### src/rtl/stopwatch_pkg.sv
// Shared types and digit limits for the stopwatch_counter slice.
package stopwatch_pkg;

  typedef enum logic [1:0] {
    IDLE  = 2'd0,
    RUN   = 2'd1,
    PAUSE = 2'd2
  } state_t;

  typedef logic [3:0] bcd_t;

  localparam bcd_t SEC_U_MAX = 4'd9;
  localparam bcd_t SEC_T_MAX = 4'd5;
  localparam bcd_t MIN_U_MAX = 4'd9;
  localparam bcd_t MIN_T_MAX = 4'd5;

endpackage

### src/rtl/stopwatch_counter_if.sv
// Control pulses, divided tick and BCD display outputs of stopwatch_counter.
interface stopwatch_counter_if;
  import stopwatch_pkg::*;

  logic TICK;
  logic START_STOP;
  logic CLEAR;
  logic LAP;
  bcd_t SEC_U;
  bcd_t SEC_T;
  bcd_t MIN_U;
  bcd_t MIN_T;
  logic RUNNING;
  logic OVERFLOW;
  logic LAP_HOLD;

  modport master (
    output TICK, START_STOP, CLEAR, LAP,
    input  SEC_U, SEC_T, MIN_U, MIN_T, RUNNING, OVERFLOW, LAP_HOLD
  );

  modport slave (
    input  TICK, START_STOP, CLEAR, LAP,
    output SEC_U, SEC_T, MIN_U, MIN_T, RUNNING, OVERFLOW, LAP_HOLD
  );
endinterface

### src/rtl/stopwatch_counter_bcd_digit.sv
// One wrapping BCD digit; CARRY fires in the same cycle as the wrap.
module bcd_digit
  import stopwatch_pkg::*;
#(
  parameter bcd_t MAX = 4'd9
) (
  input  logic CLK,
  input  logic RST,
  input  logic CLR,
  input  logic INC,
  output bcd_t Q,
  output logic CARRY
);

  always_comb CARRY = INC && (Q == MAX);

  always_ff @(posedge CLK) begin
    if (RST || CLR) begin
      Q <= '0;
    end else if (INC) begin
      Q <= (Q == MAX) ? '0 : Q + 4'd1;
    end
  end

endmodule

### src/rtl/stopwatch_counter.sv
// Stopwatch MM:SS time base driven by the divider tick.
// Optional lap freeze of the display is built when LAP_HOLD_EN is defined.
module stopwatch_counter
  import stopwatch_pkg::*;
#(
  parameter int unsigned TICKS_PER_SEC = 1
) (
  input logic          CLK,
  input logic          RST,
  stopwatch_counter_if.slave bus
);

  localparam int unsigned PW = (TICKS_PER_SEC > 1) ? $clog2(TICKS_PER_SEC) : 1;
  localparam logic [PW-1:0] PRESC_LAST = PW'(TICKS_PER_SEC - 1);

  logic tick_s1, tick_s2, tick_s3, tick_rise;
  state_t state;
  logic running_q, overflow_q;
  logic [PW-1:0] presc;
  logic count_en, sec_inc, clr_cnt;
  logic c_sec_u, c_sec_t, c_min_u, c_min_t;
  bcd_t sec_u, sec_t, min_u, min_t;

  // The edge pulse is itself registered so it lands two edges after TICK is first sampled.
  always_ff @(posedge CLK) begin
    if (RST) begin
      tick_s1   <= 1'b0;
      tick_s2   <= 1'b0;
      tick_s3   <= 1'b0;
      tick_rise <= 1'b0;
    end else begin
      tick_s1   <= bus.TICK;
      tick_s2   <= tick_s1;
      tick_s3   <= tick_s2;
      tick_rise <= tick_s2 & ~tick_s3;
    end
  end

  always_comb begin
    count_en = tick_rise && (state == RUN);
    sec_inc  = count_en && (presc == PRESC_LAST);
    clr_cnt  = bus.CLEAR && (state != RUN);
  end

  always_ff @(posedge CLK) begin
    if (RST) begin
      state      <= IDLE;
      running_q  <= 1'b0;
      overflow_q <= 1'b0;
      presc      <= '0;
    end else begin
      if (clr_cnt) begin
        presc <= '0;
      end else if (count_en) begin
        presc <= (presc == PRESC_LAST) ? '0 : presc + PW'(1);
      end

      if (clr_cnt) begin
        overflow_q <= 1'b0;
      end else if (c_min_t) begin
        overflow_q <= 1'b1;
      end

      case (state)
        IDLE: begin
          if (!bus.CLEAR && bus.START_STOP) begin
            state     <= RUN;
            running_q <= 1'b1;
          end
        end
        RUN: begin
          if (bus.START_STOP) begin
            state     <= PAUSE;
            running_q <= 1'b0;
          end
        end
        PAUSE: begin
          if (bus.CLEAR) begin
            state <= IDLE;
          end else if (bus.START_STOP) begin
            state     <= RUN;
            running_q <= 1'b1;
          end
        end
        default: begin
          state     <= IDLE;
          running_q <= 1'b0;
        end
      endcase
    end
  end

  bcd_digit #(.MAX(SEC_U_MAX)) u_sec_u (
    .CLK(CLK), .RST(RST), .CLR(clr_cnt), .INC(sec_inc), .Q(sec_u), .CARRY(c_sec_u)
  );
  bcd_digit #(.MAX(SEC_T_MAX)) u_sec_t (
    .CLK(CLK), .RST(RST), .CLR(clr_cnt), .INC(c_sec_u), .Q(sec_t), .CARRY(c_sec_t)
  );
  bcd_digit #(.MAX(MIN_U_MAX)) u_min_u (
    .CLK(CLK), .RST(RST), .CLR(clr_cnt), .INC(c_sec_t), .Q(min_u), .CARRY(c_min_u)
  );
  bcd_digit #(.MAX(MIN_T_MAX)) u_min_t (
    .CLK(CLK), .RST(RST), .CLR(clr_cnt), .INC(c_min_u), .Q(min_t), .CARRY(c_min_t)
  );

  always_comb begin
    bus.RUNNING  = running_q;
    bus.OVERFLOW = overflow_q;
  end

`ifdef LAP_HOLD_EN
  logic lap_hold_q;
  bcd_t snap_sec_u, snap_sec_t, snap_min_u, snap_min_t;

  // Snapshot is taken only on the LAP that freezes; counting keeps running underneath.
  always_ff @(posedge CLK) begin
    if (RST) begin
      lap_hold_q <= 1'b0;
      snap_sec_u <= '0;
      snap_sec_t <= '0;
      snap_min_u <= '0;
      snap_min_t <= '0;
    end else if (state == RUN) begin
      if (bus.START_STOP) begin
        lap_hold_q <= 1'b0;
      end else if (bus.LAP) begin
        lap_hold_q <= ~lap_hold_q;
        if (!lap_hold_q) begin
          snap_sec_u <= sec_u;
          snap_sec_t <= sec_t;
          snap_min_u <= min_u;
          snap_min_t <= min_t;
        end
      end
    end else if (bus.LAP || bus.CLEAR) begin
      lap_hold_q <= 1'b0;
    end
  end

  always_comb begin
    bus.LAP_HOLD = lap_hold_q;
    bus.SEC_U    = lap_hold_q ? snap_sec_u : sec_u;
    bus.SEC_T    = lap_hold_q ? snap_sec_t : sec_t;
    bus.MIN_U    = lap_hold_q ? snap_min_u : min_u;
    bus.MIN_T    = lap_hold_q ? snap_min_t : min_t;
  end
`else
  always_comb begin
    bus.LAP_HOLD = 1'b0;
    bus.SEC_U    = sec_u;
    bus.SEC_T    = sec_t;
    bus.MIN_U    = min_u;
    bus.MIN_T    = min_t;
  end
`endif

endmodule
### src/flat_wrapper.sv
// flat-port wrapper written by rule: the top's interface ports become plain ports
module stopwatch_counter_flat import stopwatch_pkg::*;
#(
  parameter int unsigned TICKS_PER_SEC = 1
)
  (CLK, RST, bus_TICK, bus_START_STOP, bus_CLEAR, bus_LAP, bus_SEC_U, bus_SEC_T, bus_MIN_U, bus_MIN_T, bus_RUNNING, bus_OVERFLOW, bus_LAP_HOLD);
  stopwatch_counter_if bus_i ();
  input logic CLK;
  input logic RST;
  input wire logic [$bits(bus_i.TICK)-1:0] bus_TICK;
  input wire logic [$bits(bus_i.START_STOP)-1:0] bus_START_STOP;
  input wire logic [$bits(bus_i.CLEAR)-1:0] bus_CLEAR;
  input wire logic [$bits(bus_i.LAP)-1:0] bus_LAP;
  output wire logic [$bits(bus_i.SEC_U)-1:0] bus_SEC_U;
  output wire logic [$bits(bus_i.SEC_T)-1:0] bus_SEC_T;
  output wire logic [$bits(bus_i.MIN_U)-1:0] bus_MIN_U;
  output wire logic [$bits(bus_i.MIN_T)-1:0] bus_MIN_T;
  output wire logic [$bits(bus_i.RUNNING)-1:0] bus_RUNNING;
  output wire logic [$bits(bus_i.OVERFLOW)-1:0] bus_OVERFLOW;
  output wire logic [$bits(bus_i.LAP_HOLD)-1:0] bus_LAP_HOLD;
  assign bus_i.TICK = bus_TICK;
  assign bus_i.START_STOP = bus_START_STOP;
  assign bus_i.CLEAR = bus_CLEAR;
  assign bus_i.LAP = bus_LAP;
  assign bus_SEC_U = bus_i.SEC_U;
  assign bus_SEC_T = bus_i.SEC_T;
  assign bus_MIN_U = bus_i.MIN_U;
  assign bus_MIN_T = bus_i.MIN_T;
  assign bus_RUNNING = bus_i.RUNNING;
  assign bus_OVERFLOW = bus_i.OVERFLOW;
  assign bus_LAP_HOLD = bus_i.LAP_HOLD;
  stopwatch_counter #(.TICKS_PER_SEC(TICKS_PER_SEC)) u_core (.CLK(CLK), .RST(RST), .bus(bus_i));
endmodule
### config.mk
export PLATFORM = sky130hd
export DESIGN_NAME = stopwatch_counter_flat
export DESIGN_NICKNAME = d
export VERILOG_FILES = /design/src/rtl/stopwatch_pkg.sv /design/src/rtl/stopwatch_counter_if.sv /design/src/rtl/stopwatch_counter_bcd_digit.sv /design/src/rtl/stopwatch_counter.sv /design/src/flat_wrapper.sv
export SDC_FILE = /design/constraint.sdc
export NUM_CORES = 1
export LEC_CHECK = 0
export ABC_AREA = 1
export CAP_MARGIN = 20
export CELL_PAD_IN_SITES_DETAIL_PLACEMENT = 0
export CELL_PAD_IN_SITES_GLOBAL_PLACEMENT = 1
export CORE_AREA = 5 5 64 66
export CTS_CLUSTER_SIZE = 20
export DETAILED_ROUTE_END_ITERATION = 7
export DIE_AREA = 0 0 69 71
export PLACE_DENSITY = 0.76
export SYNTH_ARGS = -nofsm -noshare
export SYNTH_HDL_FRONTEND = slang
export SYNTH_SLANG_ARGS = --single-unit
### constraint.sdc
create_clock -name CLK -period 1.51 [get_ports CLK]
set_input_delay 0.3775 -clock CLK [delete_from_list [all_inputs] [get_ports CLK]]
set_output_delay 0.3775 -clock CLK [all_outputs]
set_load 0.05 [all_outputs]
==> impl_metrics.sql <==
INSERT INTO impl_metrics (metric_group, metric, value, unit) VALUES
('route', 'drt-pass1-iter-count', '4', ''),
('floorplan', 'fp.dieArea', '4900', 'um^2'),
('route', 'postRouteAntennaNets', '0', ''),
('power', 'power_frac_seq', '53.1', '%'),
('clock_network', 'cts_max_path_buffers', '2', ''),
('synth', 'synthesis.area_per_instance', '6.93', 'um^2'),
('final_layout', 'fillers', '358', ''),
('setup_path', 'critPathMaxFanout', '7', ''),
('synth', 'synthDominantCellAreaShare', '41.2', '%'),
('synth', 'synth_seq_area_share', '41.2', '%'),
('grt', 'antenna_found_initial', '0', ''),
('sta', 'fin_skew', '0.00545', 'ns'),
('power', 'internal_power', '959', 'uW'),
('final_layout', 'ff_latch_area', '485', 'um^2'),
('power', 'power.leakage', '0.668', 'nW'),
('synth', 'postSynthRegisterBits', '24', ''),
('placement', 'finalWeightedCongestion', '0.774', ''),
('sta', 'setup_repair_after_global_routing_missed_its_margin', 'no', ''),
('setup_path', 'timing.critical_path.to_type', 'output pin', ''),
('clock_network', 'clock-root-buffer', 'sky130_fd_sc_hd__clkbuf_4', ''),
('setup_path', 'cp_data_arrival_time', '1.00', 'ns'),
('synth', 'synth-warning-count', '0', ''),
('grt', 'track_usage', '10.4', '%'),
('clock_network', 'cts_tree', 'done', ''),
('synth', 'synth_cell_types', '26', ''),
('route', 'wire_length_per_cell_after_detailed_routing', '10.0', 'um'),
('final_layout', 'num_antenna_cells', '0', ''),
('final_layout', 'nNetsFinal', '205', ''),
('sta', 'layout_min_cycle_time', '1.38', 'ns'),
('setup_path', 'cpMaxStageDelayCell', 'sky130_fd_sc_hd__dfxtp_1', ''),
('synth', 'synthesis.nets', '174', ''),
('min_path', 'hold_path_class', 'flop to flop', ''),
('floorplan', 'floorplan.core_area', '3520', 'um^2'),
('route', 'dr_total_vias', '1111', ''),
('clock_network', 'tritoncts.num_buffers', '3', ''),
('setup_path', 'count_of_buffering_cells_on_the_critical_path_with_inverters_included', '1', ''),
('status', 'outcome', 'completed', ''),
('clock_network', 'clkSlewWorstSetupHoldPaths', '0.14', 'ns'),
('floorplan', 'die_h', '71', 'um'),
('setup_path', 'critPathKind', 'flop to output pin', ''),
('clock_network', 'numClockSinks', '24', ''),
('grt', 'globalRoute.totalOverflow', '0', ''),
('grt', 'first_global_vias', '1017', ''),
('route', 'drt_iter0_drc', '64', ''),
('setup_path', 'critical_path.startpoint_type', 'flop', ''),
('route', 'drt_drc_violations_left', '0', ''),
('synth', 'post_synth_inst_count', '168', ''),
('setup_path', 'largest_stage_delay_on_the_critical_path', '0.51', 'ns'),
('sta', 'timing.final.max_slew_violations', '0', ''),
('grt', 'grt_pass1_wl', '4.32', 'mm'),
('power', 'power_density', '719', 'nW/um^2'),
('clock_network', 'clock_insertion_delay_worst_skew', '0.31', 'ns'),
('setup_path', 'timing.critical_path.max_delay_family', 'flip-flops', ''),
('flow_run', 'max-cap-violations', '0', ''),
('floorplan', 'initial_utilization', '33.1', '%'),
('final_layout', 'final-instance-count-excl-fill', '246', ''),
('placement', 'hpwlAfterDp', '1.95', 'mm'),
('final_layout', 'drive_above_1_share', '22.2', '%'),
('floorplan', 'die_w', '69', 'um'),
('route', 'totalWireLength', '2.47', 'mm'),
('synth', 'yosysTopAreaCell', 'sky130_fd_sc_hd__dfxtp_1', ''),
('floorplan', 'count_of_standard_cell_rows', '22', ''),
('setup_path', 'crit_path_cells', 'buf_12', ''),
('sta', 'timing.final.hold_violations', '0', ''),
('synth', 'ys_top_cells_by_area', 'sky130_fd_sc_hd__dfxtp_1, sky130_fd_sc_hd__nand2_1, sky130_fd_sc_hd__inv_1', ''),
('power', 'clock_power_share', '38.0', '%'),
('final_layout', 'mostFrequentLayoutCell', 'sky130_fd_sc_hd__nand2_1', ''),
('placement', 'post-place-cells', '242', ''),
('sta', 'finalSetupViolCount', '0', ''),
('power', 'vdd_ir_drop_max', '0.626', 'mV'),
('final_layout', 'multi_input_comb_area', '557', 'um^2');
## cell type report
type                            instances  area share, %
Multi-Input combinational cell        113           32.5
Clock inverter                          1           1.75
Inverter                               28           6.14
Tap cell                               48           3.51
Clock buffer                            3           1.31
Sequential cell                        24           28.3
Timing Repair Buffer                   29           26.4
## power groups by stage
stage	combinational [mW]	clock, mW	sequential (mW)
after floorplan	0.0586	0	0.678
after detailed placement	0.109	0	0.669
after global routing	0.117	0.512	0.657
after CTS	0.109	0.487	0.655
after global placement	0.107	0	0.669
final	0.108	0.469	0.655
## sequential cells by signal, summed over array words and instances (netlist names)
name / cells
u_core.tick_s2: 1
u_core.u_min_u.Q: 4
u_core.u_min_t.Q: 4
u_core.state: 2
u_core.bus.OVERFLOW: 1
u_core.tick_s3: 1
u_core.tick_rise: 1
u_core.tick_s1: 1
u_core.u_sec_u.Q: 4
u_core.bus.RUNNING: 1
u_core.u_sec_t.Q: 4
## logic make-up after synthesis
group	synth area share, %
AOI/OAI and AO/OA	11.2
xor gates and xnor gates	1.50
buffers and inverters	11.0
DFF	41.2
other	0.322
and+or+nand+nor	34.8
## through the flow
stage,util [%],hold WS [ns],area (um^2),setup slack [ns],power [mW]
after floorplan,-,0.373,1170,0.00286,0.737
after global placement,47.1,0.382,1660,0.0245,0.775
after detailed placement,47.1,0.388,1660,-0.00839,0.778
after CTS,48.6,0.409,1710,0.119,1.25
after global routing,48.6,0.414,1710,0.0277,1.29
final,48.6,0.402,1710,0.128,1.23
## synthesized netlist by cell type, drive strengths merged
cell type,count
nor2,18
nand2,45
clkbuf,1
o21ai,5
nor3,5
a21oi,16
conb,1
nand4,5
o21bai,1
xor2,2
nor4,1
buf,2
nand3,13
inv,28
dfxtp,24
a31oi,1
## final timing paths
path / slack (ns) / cells after the start / start / to
min: 0.40 / 1 / u_core.tick_s3 / u_core.tick_rise
max reg2reg: 0.19 / 8 / u_core.u_sec_u.Q[2] / u_core.u_min_u.Q[1]
min reg2reg: 0.40 / 1 / u_core.tick_s3 / u_core.tick_rise
max: 0.13 / 1 / u_core.u_min_t.Q[1] / bus_MIN_T[1]
## repair_timing
item	in CTS	in global routing
hold buffers	0	0
setup endpoints to repair	0	4
gates resized for setup	0	1
buffers inserted	0	0
## routing by layer
metal | wire [um] | GRT usage [%] | vias to the layer above
met1 | 1150 | 13.1 | 500
met2 | 1200 | 17.4 | 16
li1 | - | - | 593
met5 | 0 | 0 | -
met3 | 106 | 2.70 | 2
met4 | 12 | 3.25 | 0
Power figures use the tool's default switching activity.
